**src/rtl/snake_motion_controller_if.sv**
```systemverilog
// Button/vSync inputs and snake coordinate outputs between the VGA frame logic and the snake controller.
// master drives buttons and vSync; slave is the controller that drives coordinates and blackout.
interface snake_motion_controller_if;
  logic       vSync;
  logic       start;
  logic       btnU;
  logic       btnD;
  logic       btnL;
  logic       btnR;
  logic [9:0] xCoord1;
  logic [9:0] yCoord1;
  logic [9:0] xCoord2;
  logic [9:0] yCoord2;
  logic [9:0] xCoord3;
  logic [9:0] yCoord3;
  logic [9:0] xCoord4;
  logic [9:0] yCoord4;
  logic       blackout;

  modport master (
    output vSync, start, btnU, btnD, btnL, btnR,
    input  xCoord1, yCoord1, xCoord2, yCoord2, xCoord3, yCoord3, xCoord4, yCoord4, blackout
  );

  modport slave (
    input  vSync, start, btnU, btnD, btnL, btnR,
    output xCoord1, yCoord1, xCoord2, yCoord2, xCoord3, yCoord3, xCoord4, yCoord4, blackout
  );
endinterface

```
**src/rtl/snake_motion_controller.sv**
```systemverilog
// Four-segment snake sequencer: one 10-pixel grid step per FRAMES_PER_STEP frame ticks,
// with start/pause, direction latching, edge wrap or wall death followed by a blink sequence.
module snake_motion_controller #(
  parameter int FRAMES_PER_STEP = 6,
  parameter int WRAP            = 1,
  parameter int BLINK_FRAMES    = 15,
  parameter int DEAD_BLINKS     = 6
) (
  input  logic                     clk,
  input  logic                     resetn,
  snake_motion_controller_if.slave bus
);

  typedef enum logic [1:0] {S_IDLE, S_RUN, S_PAUSE, S_DEAD} state_t;
  typedef enum logic [1:0] {D_UP, D_DOWN, D_LEFT, D_RIGHT} dir_t;

  localparam logic [9:0] X_MAX       = 10'd635;
  localparam logic [9:0] Y_MAX       = 10'd475;
  localparam logic [9:0] G_MIN       = 10'd5;
  localparam logic [9:0] STEP        = 10'd10;
  localparam logic [5:0] STEP_LAST   = 6'(FRAMES_PER_STEP - 1);
  localparam logic [5:0] BLINK_LAST  = 6'(BLINK_FRAMES - 1);
  localparam logic [5:0] TOGGLE_LAST = 6'(DEAD_BLINKS - 1);
  localparam logic [9:0] HOME_X [4]  = '{10'd325, 10'd315, 10'd305, 10'd295};
  localparam logic [9:0] HOME_Y [4]  = '{10'd245, 10'd245, 10'd245, 10'd245};

  state_t     state_q;
  dir_t       cur_dir_q;
  dir_t       pend_dir_q;
  dir_t       pend_dir_d;
  dir_t       req_dir;
  dir_t       opp_dir;
  logic       req_vld;
  logic [5:0] step_cnt_q;
  logic [5:0] blink_cnt_q;
  logic [5:0] toggle_cnt_q;
  logic       vsync_q;
  logic       start_q;
  logic       blackout_q;
  logic [9:0] x_q [4];
  logic [9:0] y_q [4];
  logic [9:0] head_x_d;
  logic [9:0] head_y_d;
  logic       edge_hit;
  logic       tick;
  logic       press;

  assign tick  = vsync_q & ~bus.vSync;
  assign press = bus.start & ~start_q;

  // A request reversing the applied direction would fold the snake onto itself.
  always_comb begin
    opp_dir = dir_t'(cur_dir_q ^ 2'b01);
    req_vld = bus.btnU | bus.btnD | bus.btnL | bus.btnR;
    if (bus.btnU)      req_dir = D_UP;
    else if (bus.btnD) req_dir = D_DOWN;
    else if (bus.btnL) req_dir = D_LEFT;
    else               req_dir = D_RIGHT;
    pend_dir_d = (req_vld && (req_dir != opp_dir)) ? req_dir : pend_dir_q;
  end

  always_comb begin
    head_x_d = x_q[0];
    head_y_d = y_q[0];
    edge_hit = 1'b0;
    case (pend_dir_q)
      D_UP: begin
        edge_hit = (y_q[0] == G_MIN);
        head_y_d = edge_hit ? Y_MAX : y_q[0] - STEP;
      end
      D_DOWN: begin
        edge_hit = (y_q[0] == Y_MAX);
        head_y_d = edge_hit ? G_MIN : y_q[0] + STEP;
      end
      D_LEFT: begin
        edge_hit = (x_q[0] == G_MIN);
        head_x_d = edge_hit ? X_MAX : x_q[0] - STEP;
      end
      default: begin
        edge_hit = (x_q[0] == X_MAX);
        head_x_d = edge_hit ? G_MIN : x_q[0] + STEP;
      end
    endcase
  end

  always_ff @(posedge clk or negedge resetn) begin
    if (!resetn) begin
      state_q      <= S_IDLE;
      cur_dir_q    <= D_RIGHT;
      pend_dir_q   <= D_RIGHT;
      step_cnt_q   <= '0;
      blink_cnt_q  <= '0;
      toggle_cnt_q <= '0;
      vsync_q      <= 1'b1;
      start_q      <= 1'b0;
      blackout_q   <= 1'b0;
      x_q          <= HOME_X;
      y_q          <= HOME_Y;
    end else begin
      vsync_q <= bus.vSync;
      start_q <= bus.start;
      case (state_q)
        S_IDLE: begin
          if (press) begin
            state_q    <= S_RUN;
            step_cnt_q <= '0;
          end
        end
        S_RUN: begin
          pend_dir_q <= pend_dir_d;
          if (press) state_q <= S_PAUSE;
          if (tick) begin
            if (step_cnt_q == STEP_LAST) begin
              step_cnt_q <= '0;
              // Wall death overrides a simultaneous pause request.
              if (edge_hit && (WRAP == 0)) begin
                state_q      <= S_DEAD;
                blackout_q   <= 1'b1;
                blink_cnt_q  <= '0;
                toggle_cnt_q <= '0;
              end else begin
                cur_dir_q <= pend_dir_q;
                x_q[0]    <= head_x_d;
                y_q[0]    <= head_y_d;
                x_q[1]    <= x_q[0];
                y_q[1]    <= y_q[0];
                x_q[2]    <= x_q[1];
                y_q[2]    <= y_q[1];
                x_q[3]    <= x_q[2];
                y_q[3]    <= y_q[2];
              end
            end else begin
              step_cnt_q <= step_cnt_q + 6'd1;
            end
          end
        end
        S_PAUSE: begin
          pend_dir_q <= pend_dir_d;
          if (press) state_q <= S_RUN;
        end
        S_DEAD: begin
          if (tick) begin
            if (blink_cnt_q == BLINK_LAST) begin
              blink_cnt_q <= '0;
              if (toggle_cnt_q == TOGGLE_LAST) begin
                state_q      <= S_IDLE;
                toggle_cnt_q <= '0;
                blackout_q   <= 1'b0;
                cur_dir_q    <= D_RIGHT;
                pend_dir_q   <= D_RIGHT;
                x_q          <= HOME_X;
                y_q          <= HOME_Y;
              end else begin
                toggle_cnt_q <= toggle_cnt_q + 6'd1;
                blackout_q   <= ~blackout_q;
              end
            end else begin
              blink_cnt_q <= blink_cnt_q + 6'd1;
            end
          end
        end
        default: state_q <= S_IDLE;
      endcase
    end
  end

  assign bus.xCoord1  = x_q[0];
  assign bus.yCoord1  = y_q[0];
  assign bus.xCoord2  = x_q[1];
  assign bus.yCoord2  = y_q[1];
  assign bus.xCoord3  = x_q[2];
  assign bus.yCoord3  = y_q[2];
  assign bus.xCoord4  = x_q[3];
  assign bus.yCoord4  = y_q[3];
  assign bus.blackout = blackout_q;

endmodule
```
**src/flat_wrapper.sv**
```systemverilog
// flat-port wrapper written by rule: the top's interface ports become plain ports
module snake_motion_controller_flat 
#(
  parameter int FRAMES_PER_STEP = 6,
  parameter int WRAP            = 1,
  parameter int BLINK_FRAMES    = 15,
  parameter int DEAD_BLINKS     = 6
)
  (clk, resetn, bus_vSync, bus_start, bus_btnU, bus_btnD, bus_btnL, bus_btnR, bus_xCoord1, bus_yCoord1, bus_xCoord2, bus_yCoord2, bus_xCoord3, bus_yCoord3, bus_xCoord4, bus_yCoord4, bus_blackout);
  snake_motion_controller_if bus_i ();
  input  logic clk;
  input  logic resetn;
  input wire logic [$bits(bus_i.vSync)-1:0] bus_vSync;
  input wire logic [$bits(bus_i.start)-1:0] bus_start;
  input wire logic [$bits(bus_i.btnU)-1:0] bus_btnU;
  input wire logic [$bits(bus_i.btnD)-1:0] bus_btnD;
  input wire logic [$bits(bus_i.btnL)-1:0] bus_btnL;
  input wire logic [$bits(bus_i.btnR)-1:0] bus_btnR;
  output wire logic [$bits(bus_i.xCoord1)-1:0] bus_xCoord1;
  output wire logic [$bits(bus_i.yCoord1)-1:0] bus_yCoord1;
  output wire logic [$bits(bus_i.xCoord2)-1:0] bus_xCoord2;
  output wire logic [$bits(bus_i.yCoord2)-1:0] bus_yCoord2;
  output wire logic [$bits(bus_i.xCoord3)-1:0] bus_xCoord3;
  output wire logic [$bits(bus_i.yCoord3)-1:0] bus_yCoord3;
  output wire logic [$bits(bus_i.xCoord4)-1:0] bus_xCoord4;
  output wire logic [$bits(bus_i.yCoord4)-1:0] bus_yCoord4;
  output wire logic [$bits(bus_i.blackout)-1:0] bus_blackout;
  assign bus_i.vSync = bus_vSync;
  assign bus_i.start = bus_start;
  assign bus_i.btnU = bus_btnU;
  assign bus_i.btnD = bus_btnD;
  assign bus_i.btnL = bus_btnL;
  assign bus_i.btnR = bus_btnR;
  assign bus_xCoord1 = bus_i.xCoord1;
  assign bus_yCoord1 = bus_i.yCoord1;
  assign bus_xCoord2 = bus_i.xCoord2;
  assign bus_yCoord2 = bus_i.yCoord2;
  assign bus_xCoord3 = bus_i.xCoord3;
  assign bus_yCoord3 = bus_i.yCoord3;
  assign bus_xCoord4 = bus_i.xCoord4;
  assign bus_yCoord4 = bus_i.yCoord4;
  assign bus_blackout = bus_i.blackout;
  snake_motion_controller #(.FRAMES_PER_STEP(FRAMES_PER_STEP), .WRAP(WRAP), .BLINK_FRAMES(BLINK_FRAMES), .DEAD_BLINKS(DEAD_BLINKS)) u_core (.clk(clk), .resetn(resetn), .bus(bus_i));
endmodule
```
**config.mk**
```make
export PLATFORM = sky130hd
export DESIGN_NAME = snake_motion_controller_flat
export DESIGN_NICKNAME = d
export VERILOG_FILES = /design/src/rtl/snake_motion_controller_if.sv /design/src/rtl/snake_motion_controller.sv /design/src/flat_wrapper.sv
export SDC_FILE = /design/constraint.sdc
export NUM_CORES = 1
export LEC_CHECK = 0
export ABC_AREA = 0
export CAP_MARGIN = 10
export CORE_MARGIN = 5
export CORE_UTILIZATION = 45
export DETAILED_ROUTE_END_ITERATION = 7
export DONT_BUFFER_PORTS = 1
export SYNTH_ARGS = -nofsm -noshare
export SYNTH_HDL_FRONTEND = slang
export SYNTH_SLANG_ARGS = --single-unit
```
**constraint.sdc**
```tcl
create_clock -name clk -period 4.4 [get_ports clk]
set_input_delay 0.66 -clock clk [delete_from_list [all_inputs] [get_ports clk]]
set_output_delay 0.66 -clock clk [all_outputs]
set_load 0.01 [all_outputs]
```
==> impl_metrics.ini, run 1 <==
[status]
status = completed

[global_route]
grt_usage_pct = 18.09
grt_pass1_vias = 3963
antenna_found_initial = 0
overflow = 0
grt_pass1_wl_mm = 21.07
grt_max_degree = 60

[sta]
max_slew.worst_pin.slew_ns = 1.024
layout_min_cycle_time_ns = 2.909
period_share_pct = 66.12
final-setup-viol-count = 0
relSlewSlack_pct = 31.49
slew_viol_final = 0
fmax_mhz = 343.7
setup_tns_ns = 0
rsz0062_at_grt = false
hold_violations = 0
skew_ns = 0.006297

[critical_path]
criticalPathCategory = register to register
worstPathMaxFanout = 26
crit_family = compound AO/OA/AOI/OAI gates
slowest_stage = o211a_1
path_buf_inv = 1
required_ns = 4.68
max_stage_delay_ns = 0.77
end_kind = register
critical_path_arrival_ns = 3.19
crit_path_start_kind = register
path_common_cell = a31oi_1
crit_chain = ha_1 > nand3_1 > nor4_4 > o211a_1 > buf_4 > a31oi_1 > a31oi_1

[clock_tree]
numCtsBuffers = 9
ctsHoldBuffers = 1
cts.sinks = 107
clock-root-buffer = clkbuf_16
post-cts-setup-buffers = 0
clock_latency_ns = 0.35
htree_levels = 3
cts_tree = built
clkSlewWorstSetupHoldPaths_ns = 0.07
cts_buffer_depth = 2
cts-resized-gates = 0

[route]
via_count = 4066
antenna_left = 0
drc = 0
vias_per_cell = 6.265
wl_per_cell_um = 19.94
totalWireLength_mm = 12.94
first_pass_iters = 5
drtIter0Drc = 259

[logic_synthesis]
synth_edf_count = 0
synthTopCellsByArea = dfrtp_1 (27%), dfstp_2 (23%), o22a_1 (5.0%)
synthCells = 514
yosysWarnings = 0
ys_types = 76
async_flop_share_pct = 100.0
synth_ff_type = dfrtp_1
synth_top_area_share_pct = 26.98
synth_seq_cells = 107
synth.avg_cell_area_um2 = 10.64
yosysTopAreaCell = dfrtp_1
yosysSeqAreaShare_pct = 50.03
syn_nets = 536
syn_area_um2 = 5471

[floorplanning]
die_y_um = 120.3
io_pins = 89
start_util_pct = 45.74
num_rows = 40
core_region_area_um2 = 11960
die_x_um = 120.3
die_area_um2 = 14460

[placed_design]
port_buffers = 0
gp_congestion = 0.8809
hpwl_mm = 8.807

[power]
p_leak_nw = 2.355
p_total_w = 0.003799
ir_worst_vdd_uv = 341.1
power-per-cell-area_nw_per_um2 = 657.5

[layout]
fin_nets = 519
layout-drive-gt1-share_pct = 17.93
antennaDiodeCount = 0
area_growth_pct = 5.603

[worst_hold_path]
hold_path.class = input port to asynchronous set/reset pin

[flow_run]
cap_viol_max_count = 0
-- cell usage after synthesis (3+ instances only) --
cell type and instances:
o22a_1 31, clkbuf_8 4, nor4_1 3, o2111ai_1 3, nor2_1 29, dfstp_2 48
nor2b_1 7, o21ai_0 48, ha_1 14, xnor2_1 3, clkbuf_1 17, nor4b_1 3
a21o_1 3, nor3b_1 3, a31oi_1 10, o31ai_1 3, or3_1 6, a21oi_1 15
or2_2 4, nand2_1 33, buf_1 3, and3_1 6, mux2_2 6, dfrtp_1 59
nand4_1 5, nand2b_1 9, nand3_1 16, inv_1 14, a22o_1 27, nor3_1 16
o211ai_1 3
-- power breakdown --
part | total (W) | switching, W | internal [W]
clock | 0.000761 | 0.000348 | 0.000413
combinational | 0.00118 | 0.000640 | 0.000540
sequential | 0.00186 | 0.000481 | 0.00138
-- sequential cells by signal, summed over array words and instances, names as in the netlist --
name                 cells
u_core.bus.xCoord1      10
u_core.bus.blackout      1
u_core.bus.xCoord3      10
u_core.bus.yCoord2      10
u_core.step_cnt_q        6
u_core.bus.xCoord2      10
u_core.start_q           1
u_core.toggle_cnt_q      6
u_core.bus.yCoord3      10
u_core.state_q           2
u_core.pend_dir_q        2
u_core.bus.yCoord1      10
u_core.vsync_q           1
u_core.blink_cnt_q       6
u_core.cur_dir_q         2
u_core.bus.yCoord4      10
u_core.bus.xCoord4      10
-- per-layer routing --
metal | global-route usage, % | vias up | wire [um]
li1 | - | 1905 | -
met1 | 23.23 | 1998 | 5604
met2 | 28.28 | 144 | 6098
met3 | 6.408 | 19 | 1022
met4 | 6.586 | 0 | 219
met5 | 0 | - | 0
-- layout by cell type, fill, tap and decap left out, types with 3 or more instances in the layout --
| cell type | Yosys | routed |
|---|---|---|
| nand2b_1 | 9 | 9 |
| o2111ai_1 | 3 | 3 |
| nor4b_1 | 3 | 3 |
| nor4_1 | 3 | 3 |
| mux2_2 | 6 | 6 |
| a22o_1 | 27 | 27 |
| nor3b_1 | 3 | 3 |
| or3_1 | 6 | 6 |
| and3_1 | 6 | 6 |
| nor2b_1 | 7 | 7 |
| o211ai_1 | 3 | 3 |
| ha_1 | 14 | 14 |
| dfrtp_1 | 59 | 59 |
| a21oi_1 | 15 | 15 |
| nand2_1 | 33 | 33 |
| nand3_1 | 16 | 16 |
| o21ai_0 | 48 | 48 |
| nand4_1 | 5 | 5 |
| xnor2_1 | 3 | 3 |
| dfstp_2 | 48 | 48 |
| inv_1 | 14 | 14 |
| a21o_1 | 3 | 3 |
| clkbuf_16 | 0 | 9 |
| buf_4 | 2 | 3 |
| o22a_1 | 31 | 31 |
| nor3_1 | 16 | 16 |
| o31ai_1 | 3 | 3 |
| a31oi_1 | 10 | 10 |
| or2_2 | 4 | 4 |
| nor2_1 | 29 | 29 |
-- final timing paths --
| path | slack (ns) | end | startpoint | cells after the start |
|---|---|---|---|---|
| worst max register to register | 1.49 | u_core.bus.yCoord1[7] | u_core.state_q[1] | 7 |
| worst min-delay path | 0.17 | u_core.bus.xCoord1[6] | resetn | 0 |
| worst max-delay path | 1.49 | u_core.bus.yCoord1[7] | u_core.state_q[1] | 7 |
| max in group asynchronous | 3.96 | u_core.bus.xCoord2[6] | resetn | 1 |
| worst min register to register | 0.48 | u_core.blink_cnt_q[5] | u_core.blink_cnt_q[5] | 1 |
| min in group clk | 0.31 | u_core.vsync_q | bus_vSync | 0 |
-- per-stage QoR --
stage	utilization (%)	setup slack (ns)	hold WS, ns	instances	area (um^2)
2_1_floorplan	-	2.327	0.3644	514	5472
3_3_place_gp	45.72	1.574	0.3700	632	5469
3_5_place_dp	45.72	1.497	0.3699	632	5469
4_1_cts	48.31	1.488	0.1400	649	5778
5_1_grt	48.31	1.246	0.1435	649	5778
6_report	48.31	1.491	0.1652	649	5778
-- cell type report --
| type | instances | area, um^2 |
|---|---|---|
| Clock buffer | 12 | 256.5 |
| Timing Repair Buffer | 4 | 50.05 |
| Sequential cell | 107 | 2738 |
| Inverter | 14 | 52.55 |
| Clock inverter | 4 | 25.02 |
| Tap cell | 147 | 183.9 |
| Fill cell | 1119 | 6183 |
| Multi-Input combinational cell | 361 | 2472 |
-- cell families after synthesis --
logic type,after synthesis,synth area share [%]
compound gates,175,23.14
xor+xnor,4,0.6404
fa+ha+maj,14,3.202
buf+inv,46,4.893
flops,107,50.03
mux,7,1.418
simple gates,161,16.67
(Power assumes the default switching activity.)
==> inputs of run 2 (changes only) <==
==> constraint.sdc (replaced) <==
create_clock -name clk -period 2.85 [get_ports clk]
set_input_delay 0.4275 -clock clk [delete_from_list [all_inputs] [get_ports clk]]
set_output_delay 0.4275 -clock clk [all_outputs]
set_load 0.01 [all_outputs]
==> impl_metrics.ini, run 2 (synthesized netlist as in run 1, its figures left out) <==
[critical_path]
end_kind = register
criticalPathCategory = register to register
critical_path_arrival_ns = 2.73
crit_path_start_kind = register
worstPathMaxFanout = 15
required_ns = 3.09

[layout]
regArea_um2 = 2738
final_common_cell = dfrtp_1
layout_common_cells = dfrtp_1 (59), o21ai_0 (48), dfstp_2 (48)
fin_nets = 528
fillers = 1095
antennaDiodeCount = 0
final_cell_area_um2 = 5863
multiInputGateArea_um2 = 2472
layout-drive-gt1-share_pct = 19.37
area_growth_pct = 7.157

[sta]
holdWs_ns = -0.2264
layout_min_cycle_time_ns = 2.495
final-setup-viol-count = 0
setup_tns_ns = 0
hold_violations = 107
relSlewSlack_pct = 52.05
rsz0062_at_grt = false
skew_ns = 0.007780
fmax_mhz = 400.8
slew_viol_final = 0
period_share_pct = 87.56
max_slew.worst_pin.slew_ns = 0.7117
setup_ws_ns = 0.3547

[route]
first_pass_iters = 5
wl_per_cell_um = 19.78
antenna_left = 0
drc = 0
vias_per_cell = 6.287
drtIter0Drc = 289
via_count = 4137
totalWireLength_mm = 13.02

[power]
p_leak_nw = 2.407
p_int_w = 0.003736
power-per-cell-area_nw_per_um2 = 1026
p_comb_share_pct = 31.1
ir_worst_vdd_uv = 513.2
p_total_w = 0.006017
p_sw_w = 0.002281
swShare_pct = 37.91
clkPwrFrac_pct = 21.2
seqPwrFrac_pct = 47.7

[clock_tree]
cts_buffer_depth = 2
cts-resized-gates = 0
post-cts-setup-buffers = 0
numCtsBuffers = 9
clkSlewWorstSetupHoldPaths_ns = 0.07
clock_latency_ns = 0.35
cts_tree = built
htree_levels = 3
clock-root-buffer = clkbuf_16
cts.sinks = 107

[global_route]
overflow = 0
grt_pass1_vias = 3994
grt_max_degree = 108
grt_usage_pct = 18.03
antenna_found_initial = 0
grt_pass1_wl_mm = 21.24

[floorplanning]
start_util_pct = 45.74
core_region_area_um2 = 11960
die_y_um = 120.3
die_area_um2 = 14460
io_pins = 89
num_rows = 40
die_x_um = 120.3

[flow_run]
cap_viol_max_count = 0

[placed_design]
gp_congestion = 0.9005
hpwl_mm = 9.006
placed_cell_area_um2 = 5557
port_buffers = 0
dp_slack_ns = 0.3482

[status]
status = finished with violations
violations = negative hold slack

[worst_hold_path]
hold_path.class = input port to asynchronous set/reset pin
## run 2: changes by cell type in the layout (fill, tap and decap cells not counted), sizes merged
| cell | previous run | this run |
|---|---|---|
| clkinv | 3 | 1 |
| clkbuf | 12 | 13 |
| buf | 4 | 13 |
| bufinv | 0 | 1 |
## run 2: final timing paths
kind                       slack (ns)             startpoint  cells past startpoint                     to
max                              0.35  u_core.blink_cnt_q[0]                      7  u_core.bus.yCoord1[1]
min                             -0.23                 resetn                      0  u_core.bus.yCoord3[3]
max reg2reg                      0.35  u_core.blink_cnt_q[0]                      7  u_core.bus.yCoord1[1]
min reg2reg                      0.49   u_core.step_cnt_q[5]                      1   u_core.step_cnt_q[5]
max in group asynchronous        2.86                 resetn                      0  u_core.bus.yCoord3[6]
min in group clk                 0.07              bus_vSync                      0         u_core.vsync_q
## run 2: area by class of cell
cell class                      instances  share of cell area [%]
Clock buffer                           13                   4.439
Clock inverter                          3                  0.7896
Inverter                               14                  0.8963
Multi-Input combinational cell        361                   42.17
Sequential cell                       107                   46.69
Tap cell                              147                   3.137
Timing Repair Buffer                   13                   1.878
## run 2: power groups by stage
stage	combinational (W)	clock (W)	sequential [W]
2_1_floorplan	0.00171	0	0.00259
3_3_place_gp	0.00183	0	0.00289
3_5_place_dp	0.00185	0	0.00290
4_1_cts	0.00187	0.00131	0.00288
5_1_grt	0.00209	0.00138	0.00295
6_report	0.00187	0.00128	0.00287
## run 2: critical path: stages (launching register included)
cell and delay, ns:
dfrtp_1 0.42, inv_1 0.07, ha_1 0.13, or3b_4 0.40, nor4_4 0.26, o211a_1 0.60, nand2_1 0.19, mux2_2 0.31
## run 2: routing by layer
metal	global-route usage, %	vias up	wire (um)
met1	24.07	2051	5759
met5	0	-	0
met2	28.28	144	6001
li1	-	1923	-
met4	4.958	0	176
met3	5.893	19	1079
## run 2: metrics by stage
| stage | hold slack [ns] | std cells | util, % |
|---|---|---|---|
| final | -0.2264 | 658 | 49.02 |
| after global routing | -0.2483 | 658 | 49.02 |
| after detailed placement | 0.1370 | 642 | 46.45 |
| after CTS | -0.2425 | 658 | 49.02 |
| after global placement | 0.1371 | 642 | 46.45 |
| after floorplan | 0.1319 | 514 | - |
==> inputs of run 3 (changes only) <==
--- a/config.mk
+++ b/config.mk
@@ -11,6 +11,7 @@
 export CORE_UTILIZATION = 45
 export DETAILED_ROUTE_END_ITERATION = 7
 export DONT_BUFFER_PORTS = 1
+export SKIP_CTS_REPAIR_TIMING = 1
 export SYNTH_ARGS = -nofsm -noshare
 export SYNTH_HDL_FRONTEND = slang
 export SYNTH_SLANG_ARGS = --single-unit
==> results of run 3 <==
The final DEF is identical to that of run 2; final timing and power are the same.
